===== config.mk =====
export PLATFORM = sky130hd
export DESIGN_NAME = comp_offset_cal_ctrl
export DESIGN_NICKNAME = d
export VERILOG_FILES = /design/src/rtl/comp_cal_pkg.sv /design/src/rtl/comp_offset_cal_ctrl_sync2.sv /design/src/rtl/comp_offset_cal_ctrl.sv
export SDC_FILE = /design/constraint.sdc
export NUM_CORES = 1
export LEC_CHECK = 0
export ABC_AREA = 1
export ABC_CLOCK_PERIOD_IN_PS = 1450
export BUFFER_PORTS_ARGS = -buffer_cell sky130_fd_sc_hd__buf_4
export CAP_MARGIN = 20
export CORE_MARGIN = 4
export CORE_UTILIZATION = 52
export CTS_BUF_LIST = sky130_fd_sc_hd__clkbuf_8 sky130_fd_sc_hd__clkbuf_16
export DETAILED_ROUTE_END_ITERATION = 16
export GPL_TIMING_DRIVEN = 0
export PLACE_DENSITY = 0.8
export SETUP_SLACK_MARGIN = 0.1
export SKIP_LAST_GASP = 1
export SLEW_MARGIN = 5
export SYNTH_ARGS = -nofsm -noshare
export SYNTH_HDL_FRONTEND = slang
export SYNTH_SLANG_ARGS = --single-unit
export TNS_END_PERCENT = 1

===== constraint.sdc =====
create_clock -name clk -period 1.45 [get_ports clk]
set_input_delay 0.2175 -clock clk [delete_from_list [all_inputs] [get_ports clk]]
set_output_delay 0.2175 -clock clk [all_outputs]
set_load 0.01 [all_outputs]

===== src/rtl/comp_cal_pkg.sv =====
// Shared types and helpers for the comparator offset-calibration sequencer.
package comp_cal_pkg;

    localparam int CODE_W   = 5;
    localparam int CODE_MAX = 2**CODE_W - 1;

    typedef enum logic [2:0] {
        IDLE,
        SET,
        SETTLE,
        SAMPLE,
        DONE
    } state_t;

    // The comparator's n-side trim port expects the magnitude MSB-first reversed.
    function automatic logic [CODE_W-1:0] bitrev(input logic [CODE_W-1:0] v);
        logic [CODE_W-1:0] r;
        r = '0;
        for (int i = 0; i < CODE_W; i++) r[i] = v[CODE_W-1-i];
        return r;
    endfunction

endpackage


===== src/rtl/comp_offset_cal_ctrl_sync2.sv =====
// Two-flop synchronizer for the asynchronous comparator output.
module sync2 (
    input  logic clk,
    input  logic rstn,
    input  logic d,
    output logic q
);

    logic meta;

    always_ff @(posedge clk or negedge rstn) begin
        if (!rstn) begin
            meta <= 1'b0;
            q    <= 1'b0;
        end else begin
            meta <= d;
            q    <= meta;
        end
    end

endmodule


===== src/rtl/comp_offset_cal_ctrl.sv =====
// Foreground comparator offset calibration: sign decision, then a sign-magnitude
// SAR search of the trim, each decision a majority vote over NSAMP settled samples.
module comp_offset_cal_ctrl #(
    parameter int SETTLE_CYC = 8,
    parameter int NSAMP      = 3,
    parameter int CODE_W     = 5
) (
    input  logic              clk,
    input  logic              rstn,
    input  logic              start,
    input  logic              comp_out,
    output logic              cal_short,
    output logic              busy,
    output logic              done,
    output logic              cal_sat,
    output logic              cal_sign,
    output logic [CODE_W-1:0] cfg_offset_p,
    output logic [CODE_W-1:0] cfg_offset_n
);
    import comp_cal_pkg::*;

    localparam int SW = $clog2(SETTLE_CYC + 1);
    localparam int OW = $clog2(NSAMP + 1);
    localparam int BW = (CODE_W > 1) ? $clog2(CODE_W) : 1;

    state_t            state, state_nx;
    logic              cs;
    logic [SW-1:0]     settle_cnt;
    logic [OW-1:0]     samp_cnt, ones, ones_tot;
    logic [BW-1:0]     bit_idx;
    logic [CODE_W-1:0] kept, kept_nx, mag, onehot;
    logic              sign_step, sign, sat;
    logic              go, last_samp, dec, keep;

    sync2 u_sync (.clk(clk), .rstn(rstn), .d(comp_out), .q(cs));

    assign go        = start && (state == IDLE || state == DONE);
    assign last_samp = (samp_cnt == OW'(NSAMP - 1));
    assign ones_tot  = ones + OW'(cs);
    assign dec       = {ones_tot, 1'b0} > (OW+1)'(NSAMP);
    assign onehot    = CODE_W'(1) << bit_idx;
    // A bit survives only while the residual polarity is still the original one.
    assign keep      = (dec == sign);
    assign kept_nx   = keep ? (kept | onehot) : kept;

    always_ff @(posedge clk or negedge rstn) begin
        if (!rstn) state <= IDLE;
        else       state <= state_nx;
    end

    always_comb begin
        state_nx = state;
        case (state)
            IDLE, DONE: if (start) state_nx = SET;
            SET:        state_nx = SETTLE;
            SETTLE:     if (settle_cnt == '0) state_nx = SAMPLE;
            SAMPLE:     if (last_samp)
                            state_nx = (!sign_step && bit_idx == '0) ? DONE : SET;
            default:    state_nx = IDLE;
        endcase
    end

    always_ff @(posedge clk or negedge rstn) begin
        if (!rstn) begin
            settle_cnt <= '0;
            samp_cnt   <= '0;
            ones       <= '0;
            bit_idx    <= '0;
            kept       <= '0;
            mag        <= '0;
            sign_step  <= 1'b0;
            sign       <= 1'b0;
            sat        <= 1'b0;
        end else if (go) begin
            samp_cnt   <= '0;
            ones       <= '0;
            bit_idx    <= BW'(CODE_W - 1);
            kept       <= '0;
            mag        <= '0;
            sign_step  <= 1'b1;
            sign       <= 1'b0;
            sat        <= 1'b0;
        end else begin
            case (state)
                SET: begin
                    mag        <= sign_step ? '0 : (kept | onehot);
                    settle_cnt <= SW'(SETTLE_CYC - 1);
                    samp_cnt   <= '0;
                    ones       <= '0;
                end
                SETTLE: if (settle_cnt != '0) settle_cnt <= settle_cnt - 1'b1;
                SAMPLE: begin
                    if (!last_samp) begin
                        ones     <= ones_tot;
                        samp_cnt <= samp_cnt + 1'b1;
                    end else if (sign_step) begin
                        sign      <= dec;
                        sign_step <= 1'b0;
                    end else begin
                        kept <= kept_nx;
                        if (bit_idx == '0) begin
                            mag <= kept_nx;
                            sat <= keep && (kept_nx == CODE_W'(CODE_MAX));
                        end else begin
                            bit_idx <= bit_idx - 1'b1;
                        end
                    end
                end
                default: ;
            endcase
        end
    end

    always_comb begin
        busy      = 1'b0;
        cal_short = 1'b0;
        done      = 1'b0;
        case (state)
            SET, SETTLE, SAMPLE: begin
                busy      = 1'b1;
                cal_short = 1'b1;
            end
            DONE:    done = 1'b1;
            default: ;
        endcase
        cal_sign     = sign;
        cal_sat      = sat;
        cfg_offset_p = sign ? '0 : mag;
        cfg_offset_n = sign ? bitrev(mag) : '0;
    end

endmodule


Yosys cells after proc, flatten, opt, wreduce, memory -nomap -nowiden
Cells that the tools add are included.
W data, S select, Z words.
{"block": "word_totals", "regBits": 29, "out_inout_bits": 15, "word_cells": 108}
{"block": "classes", "n_addsub": 4, "magnitude_cmp": 1, "n_eq_ne": 17, "n_shift": 1, "mux": 45, "n_bitwise": 2, "reduce_logical": 26}
{"operator": "$mux W5", "count": 12}
{"operator": "$mux W3", "count": 9}
{"operator": "$mux W1", "count": 14}
{"operator": "$ne A3 B3 Y1 const B", "count": 4}
{"operator": "$pmux W3 S4", "count": 1}
{"operator": "$reduce_and A3 Y1", "count": 4}
{"operator": "$reduce_and A4 Y1", "count": 3}
{"operator": "$ne A2 B2 Y1 const B", "count": 5}
{"operator": "$pmux W5 S2", "count": 1}
{"operator": "$reduce_bool A2 Y1", "count": 5}
{"operator": "$mux W2", "count": 4}
{"operator": "$pmux W2 S2", "count": 2}
{"operator": "$pmux W4 S2", "count": 1}
{"operator": "$eq A3 B2 Y1 const B", "count": 2}
{"operator": "$logic_not A3 Y1", "count": 2}
{"operator": "$eq A5 B5 Y1 const B", "count": 1}
{"operator": "$or A5 B5 Y5", "count": 1}
{"operator": "$shl A1 B3 Y5 const A", "count": 1}
{"operator": "$logic_not A4 Y1", "count": 1}
{"operator": "$mux W4", "count": 1}
{"operator": "$reduce_and A2 Y1", "count": 2}
{"operator": "$reduce_bool A4 Y1", "count": 1}
{"operator": "$sub A4 B1 Y4 const B", "count": 1}
{"operator": "$eq A3 B1 Y1 const B", "count": 1}
{"operator": "other kinds (15)", "count": 17}

Logic depth before layout (Yosys ltp)
{"block": "logic_depth", "ltp_word": 11, "mapped_depth": 10, "mapped_depth_nobuf": 10}

Modules after synthesis
From an unflattened synthesis, not the netlist that was laid out.
{"block": "unflattened", "cells_unflattened": 221, "area_unflattened_um2": 1695.4}
{"module": "comp_offset_cal_ctrl", "instances": 1, "cells_per_inst": 219, "area_each_um2": 1645.3, "seq_area_each_um2": 675.6}
{"module": "sync2", "instances": 1, "cells_per_inst": 2, "area_each_um2": 50.0, "seq_area_each_um2": 50.0}

Least setup slack after synthesis
No wires, ideal clock.
{"block": "synth_path", "path_kind": "reg-to-reg", "from": "reg bit_idx[0]", "to": "reg mag[1]", "t_arrival_ns": 1.317, "setup_slack_ns": 0.016, "path_stages_with_launch": 11, "path_buffers": 0, "synth_period_minus_slack_ns": 1.434, "path_cell_list": "dfrtp_1 -> inv_1 -> ha_1 -> nand2_4 -> nor2_2 -> nand2_1 -> nand2_1 -> o21ai_2 -> inv_2 -> nand3_1 -> nand2_1"}
{"block": "synth_between", "elab_chain_len": 8, "elab_cells_between_ends": 12, "classes_between": "1 x eq/ne; 1 x shift; 7 x mux; 1 x bitwise; 2 x reduce/logical"}
{"item": "start, declared", "line": "comp_offset_cal_ctrl.sv:30", "text": "logic [BW-1:0] bit_idx;"}
{"item": "start signal, assigned", "line": "comp_offset_cal_ctrl.sv:77", "text": "bit_idx <= BW'(CODE_W - 1);"}
{"item": "start signal, assigned", "line": "comp_offset_cal_ctrl.sv:105", "text": "bit_idx <= bit_idx - 1'b1;"}
{"item": "$shl A1 B3 Y5", "line": "comp_offset_cal_ctrl.sv:41", "text": "assign onehot = CODE_W'(1) << bit_idx;"}
{"item": "$or A5 B5 Y5", "line": "comp_offset_cal_ctrl.sv:44, comp_offset_cal_ctrl.sv:86"}
{"item": "$mux W5", "line": "comp_offset_cal_ctrl.sv:44", "text": "assign kept_nx = keep ? (kept | onehot) : kept;"}
{"item": "$mux W5", "line": "comp_offset_cal_ctrl.sv:101", "text": "if (bit_idx == '0) begin"}
{"item": "$mux W5", "line": "comp_offset_cal_ctrl.sv:96", "text": "end else if (sign_step) begin"}
{"item": "$mux W5", "line": "comp_offset_cal_ctrl.sv:93", "text": "if (!last_samp) begin"}
{"item": "$pmux W5 S2", "line": "comp_offset_cal_ctrl.sv:84", "text": "case (state)"}
{"item": "$mux W5", "line": "comp_offset_cal_ctrl.sv:74", "text": "end else if (go) begin"}
{"item": "end signal, assigned", "line": "comp_offset_cal_ctrl.sv:86", "text": "mag <= sign_step ? '0 : (kept | onehot);"}
{"item": "end signal, assigned", "line": "comp_offset_cal_ctrl.sv:102", "text": "mag <= kept_nx;"}
{"item": "end, declared", "line": "comp_offset_cal_ctrl.sv:31", "text": "logic [CODE_W-1:0] kept, kept_nx, mag, onehot;"}
Several ways; a longest one is shown, not always the timed one. The select of a mux whose other input is x is not followed.
A chain may end at the register's enable or synchronous reset.

Worst setup path after layout
{"block": "layout_path", "from": "reg state[1]", "to": "out cal_short"}
{"block": "layout_between", "elab_chain_len": 3, "elab_cells_between_ends": 5, "classes_between": "3 x eq/ne; 1 x mux; 1 x reduce/logical"}
{"item": "start, declared", "line": "comp_offset_cal_ctrl.sv:26", "text": "state_t state, state_nx;"}
{"item": "start signal, assigned", "line": "comp_offset_cal_ctrl.sv:48", "text": "else state <= state_nx;"}
{"item": "$eq A3 B2 Y1 or $eq A3 B1 Y1 (tied branches)", "line": "comp_offset_cal_ctrl.sv:118", "text": "case (state)"}
{"item": "$reduce_or A3 Y1 *", "line": "comp_offset_cal_ctrl.sv:118"}
{"item": "$mux W1 *", "line": "comp_offset_cal_ctrl.sv:118"}
{"item": "end, declared", "line": "comp_offset_cal_ctrl.sv:12", "text": "output logic cal_short,"}
Mark *: on every way between the ends. The rest lies on a longest branch, timed or not.

==> results.ini <==
[floorplan]
die_x_um = 65.7
rows = 20
start_util_pct = 55.4
fp.dieH_um = 65.7
core_um2 = 3130
die_area_um2 = 4320
ioPinCount = 19

[layout]
insertedDiodeCount = 0
layout-drive-gt1-share_pct = 26.3
final_util_pct = 67.4
fin_nets = 259
design_area_um2 = 2110
area_growth_syn_to_layout_pct = 21.7

[power]
peakVddDrop_uv = 942
p_total_mw = 4.31
p_leak_nw = 1.10
power_density_nw_per_um2 = 2040

[global_routing]
antenna_found_initial = 0
grt_max_degree = 30
grt_pass1_wl_um = 6080
grt_util_all_layers_pct = 18.4
grt_pass1_vias = 1420
grt.overflow.total = 0

[worst_setup_path]
critPathKind = reg2out
r2r-start = ones[0]
critPathTopFamily = flip-flops
endpoint_kind = primary output
critPathLaunchType = flop
arrival_ps = 1220
cp_num_buf_inv = 2
crit_fanout = 4
cpPeakStageDelay_ps = 420
path_cells = nor2_2, nor2_1, buf_4, buf_4
startpoint = state[1]
crit_required_ps = 1230
critPathSlowestCell = dfrtp_1
worst_path_most_repeated_cell = buf_4

[logic_synthesis]
ys_warn_count = 0
seq_area_frac_synth_pct = 41.9
synth_cell_type_count = 31
ys_ff_latch = 29
syn-cell-area_um2 = 1730
syn_inst = 217
avgSynthCellArea_um2 = 7.98
synth.net_count = 229

[clocking]
clkTransAtPathRegs_ps = 60
cts_tree = yes
clock_path_buffers = 2
cts.sinks = 29
clkLatencyLatePin_ps = 280
numCtsBuffers = 5
clockRootBuffer = clkbuf_8
htreeDepth = 2

[sta]
setup_viol = 0
finClkSkew_ps = 5.04
hold_viol = 0
min_period_over_period_pct = 99.3
slew_violations = 0
period_needed_ps = 1440
tightestPinTransition_ps = 366
relSlewSlack_pct = 75.6
fin_hold_ws_ps = 43.5
rsz0062_at_grt = true
fmax_mhz = 694

[detailed_routing]
dr.pass1.iters = 4
drc_errors = 0
drtAntennaViolNets = 0
vias = 1474
via_per_inst = 5.07
drt_iter0_drc = 79
route.detailed.wl_per_inst_um = 11.6
drt-total-wl_um = 3380

[placement]
port_buffers = 18
gp_congestion = 0.904
dp_hpwl_um = 2460
place_area_um2 = 1940

[min_path]
hp-class = in2reg
min-delay-start = comp_out

[status]
status = complete, no violations

[job]
maxCapViolations = 0

[power breakdown]
part / internal (mW) / switching, mW
clock network: 0.368 / 0.291
logic: 0.934 / 1.43
registers: 1.08 / 0.208
total: 2.38 / 1.93
[metal layers]
metal | vias up | routed length, um | track usage, % | share of wire (%)
met5 | - | 0 | 0 | 0
met4 | 0 | 57 | 8.81 | 1.7
met3 | 5 | 166 | 4.79 | 4.9
met2 | 33 | 1550 | 29.8 | 46
met1 | 680 | 1600 | 22.6 | 47
li1 | 756 | - | - | -
[worst paths after layout]
| path | endpoint | slack (ps) | cells past startpoint |
|---|---|---|---|
| min in group asynchronous | kept[0] | 410 | 2 |
| max in group asynchronous | cal_sign | 770 | 2 |
| min reg2reg | u_sync.q | 350 | 0 |
| min | u_sync.meta | 40 | 1 |
| max reg2reg | kept[4] | 20 | 8 |
| max | cal_short | 10 | 4 |
[cells by family (layout without fill, tap and decap cells)]
group           after synthesis  count (layout)  share of synthesized area (%)
simple gates                108             108                           28.7
xor+xnor                      1               1                          0.506
compound gates               33              33                           13.6
fa+ha+maj                     8               8                           5.78
flops                        29              29                           41.9
buf+inv                      38              68                           9.54
[sequential cells by signal, summed over array words and instances (netlist names)]
signal / flops
cal_sign: 1
mag: 5
u_sync.meta: 1
samp_cnt: 2
state: 3
bit_idx: 3
settle_cnt: 4
ones: 2
kept: 5
sign_step: 1
u_sync.q: 1
cal_sat: 1
[stage by stage]
step | cells | TNS (ps) | setup WS [ps]
floorplan | 217 | 0 | 91.8
global placement | 279 | -527 | -89.9
detailed placement | 279 | -644 | -104
CTS | 291 | -38.9 | -21.9
global route | 291 | -1940 | -127
finish | 291 | 0 | 9.64
[worst reg2reg max path, delay by kind of cell (launching register included)]
family                     cells  cell delay (ps)
AOI/OAI and AO/OA              1               50
and+or+nand+nor                4              470
DFF                            1              400
buffers and inverters          2              210
adders and majority gates      1              180
[what timing repair did]
action	4_1_cts	5_1_grt
hold buffers	1	0
setup buffers	4	0
pin swaps	6	4
hold endpoints to repair	29	0
resized for setup	9	2
endpoints found under the setup margin	28	39
[cells in the mapped netlist (all sizes together)]
| master | number | area, um2 |
|---|---|---|
| nand2 | 60 | 248 |
| inv | 34 | 128 |
| dfrtp | 29 | 726 |
| nand3 | 23 | 125 |
| nor2 | 22 | 104 |
| o21ai | 14 | 77.6 |
| a21oi | 9 | 71.3 |
| ha | 8 | 100 |
| o22ai | 4 | 31.3 |
| buf | 3 | 33.8 |
| a211oi | 2 | 25.0 |
| nand4 | 2 | 12.5 |
| o211ai | 2 | 15.0 |
| clkbuf | 1 | 3.75 |
| nand3b | 1 | 7.51 |
| o21a | 1 | 7.51 |
| o31ai | 1 | 7.51 |
| xor2 | 1 | 8.76 |
[layout make-up]
type | count | area [um2]
multi-input combinational | 150 | 898
buffer | 4 | 38.8
fill | 264 | 1020
clock buffer | 6 | 82.6
sequential | 29 | 726
timing repair buffer | 23 | 175
tap | 44 | 55.1
clock inverter | 1 | 3.75
inverter | 34 | 128
[cells in the final DEF (no fill, tap or decap)]
cell type       n
o31ai_1         1
nand2_1        53
dfrtp_1        29
dlygate4sd3_1   1
nand2_4         2
a21oi_2         1
nor2_1         18
ha_2            1
nor2_8          1
ha_1            5
o21ai_0         9
o211ai_1        2
nand3_1        20
a211oi_2        2
o22ai_1         3
o21ai_2         1
nand4_1         2
clkbuf_8        6
nand3b_1        1
nor2_2          1
nand2_2         5
buf_4          23
inv_1          27
clkbuf_2        1
a21oi_4         2
buf_8           1
o21ai_4         1
buf_6           1
nor2_4          2
o21a_1          1
nand3_2         3
ha_4            2
o22ai_2         1
inv_2           8
o21ai_1         3
a21oi_1         6
xor2_1          1
Power figures use the tool's default switching activity.
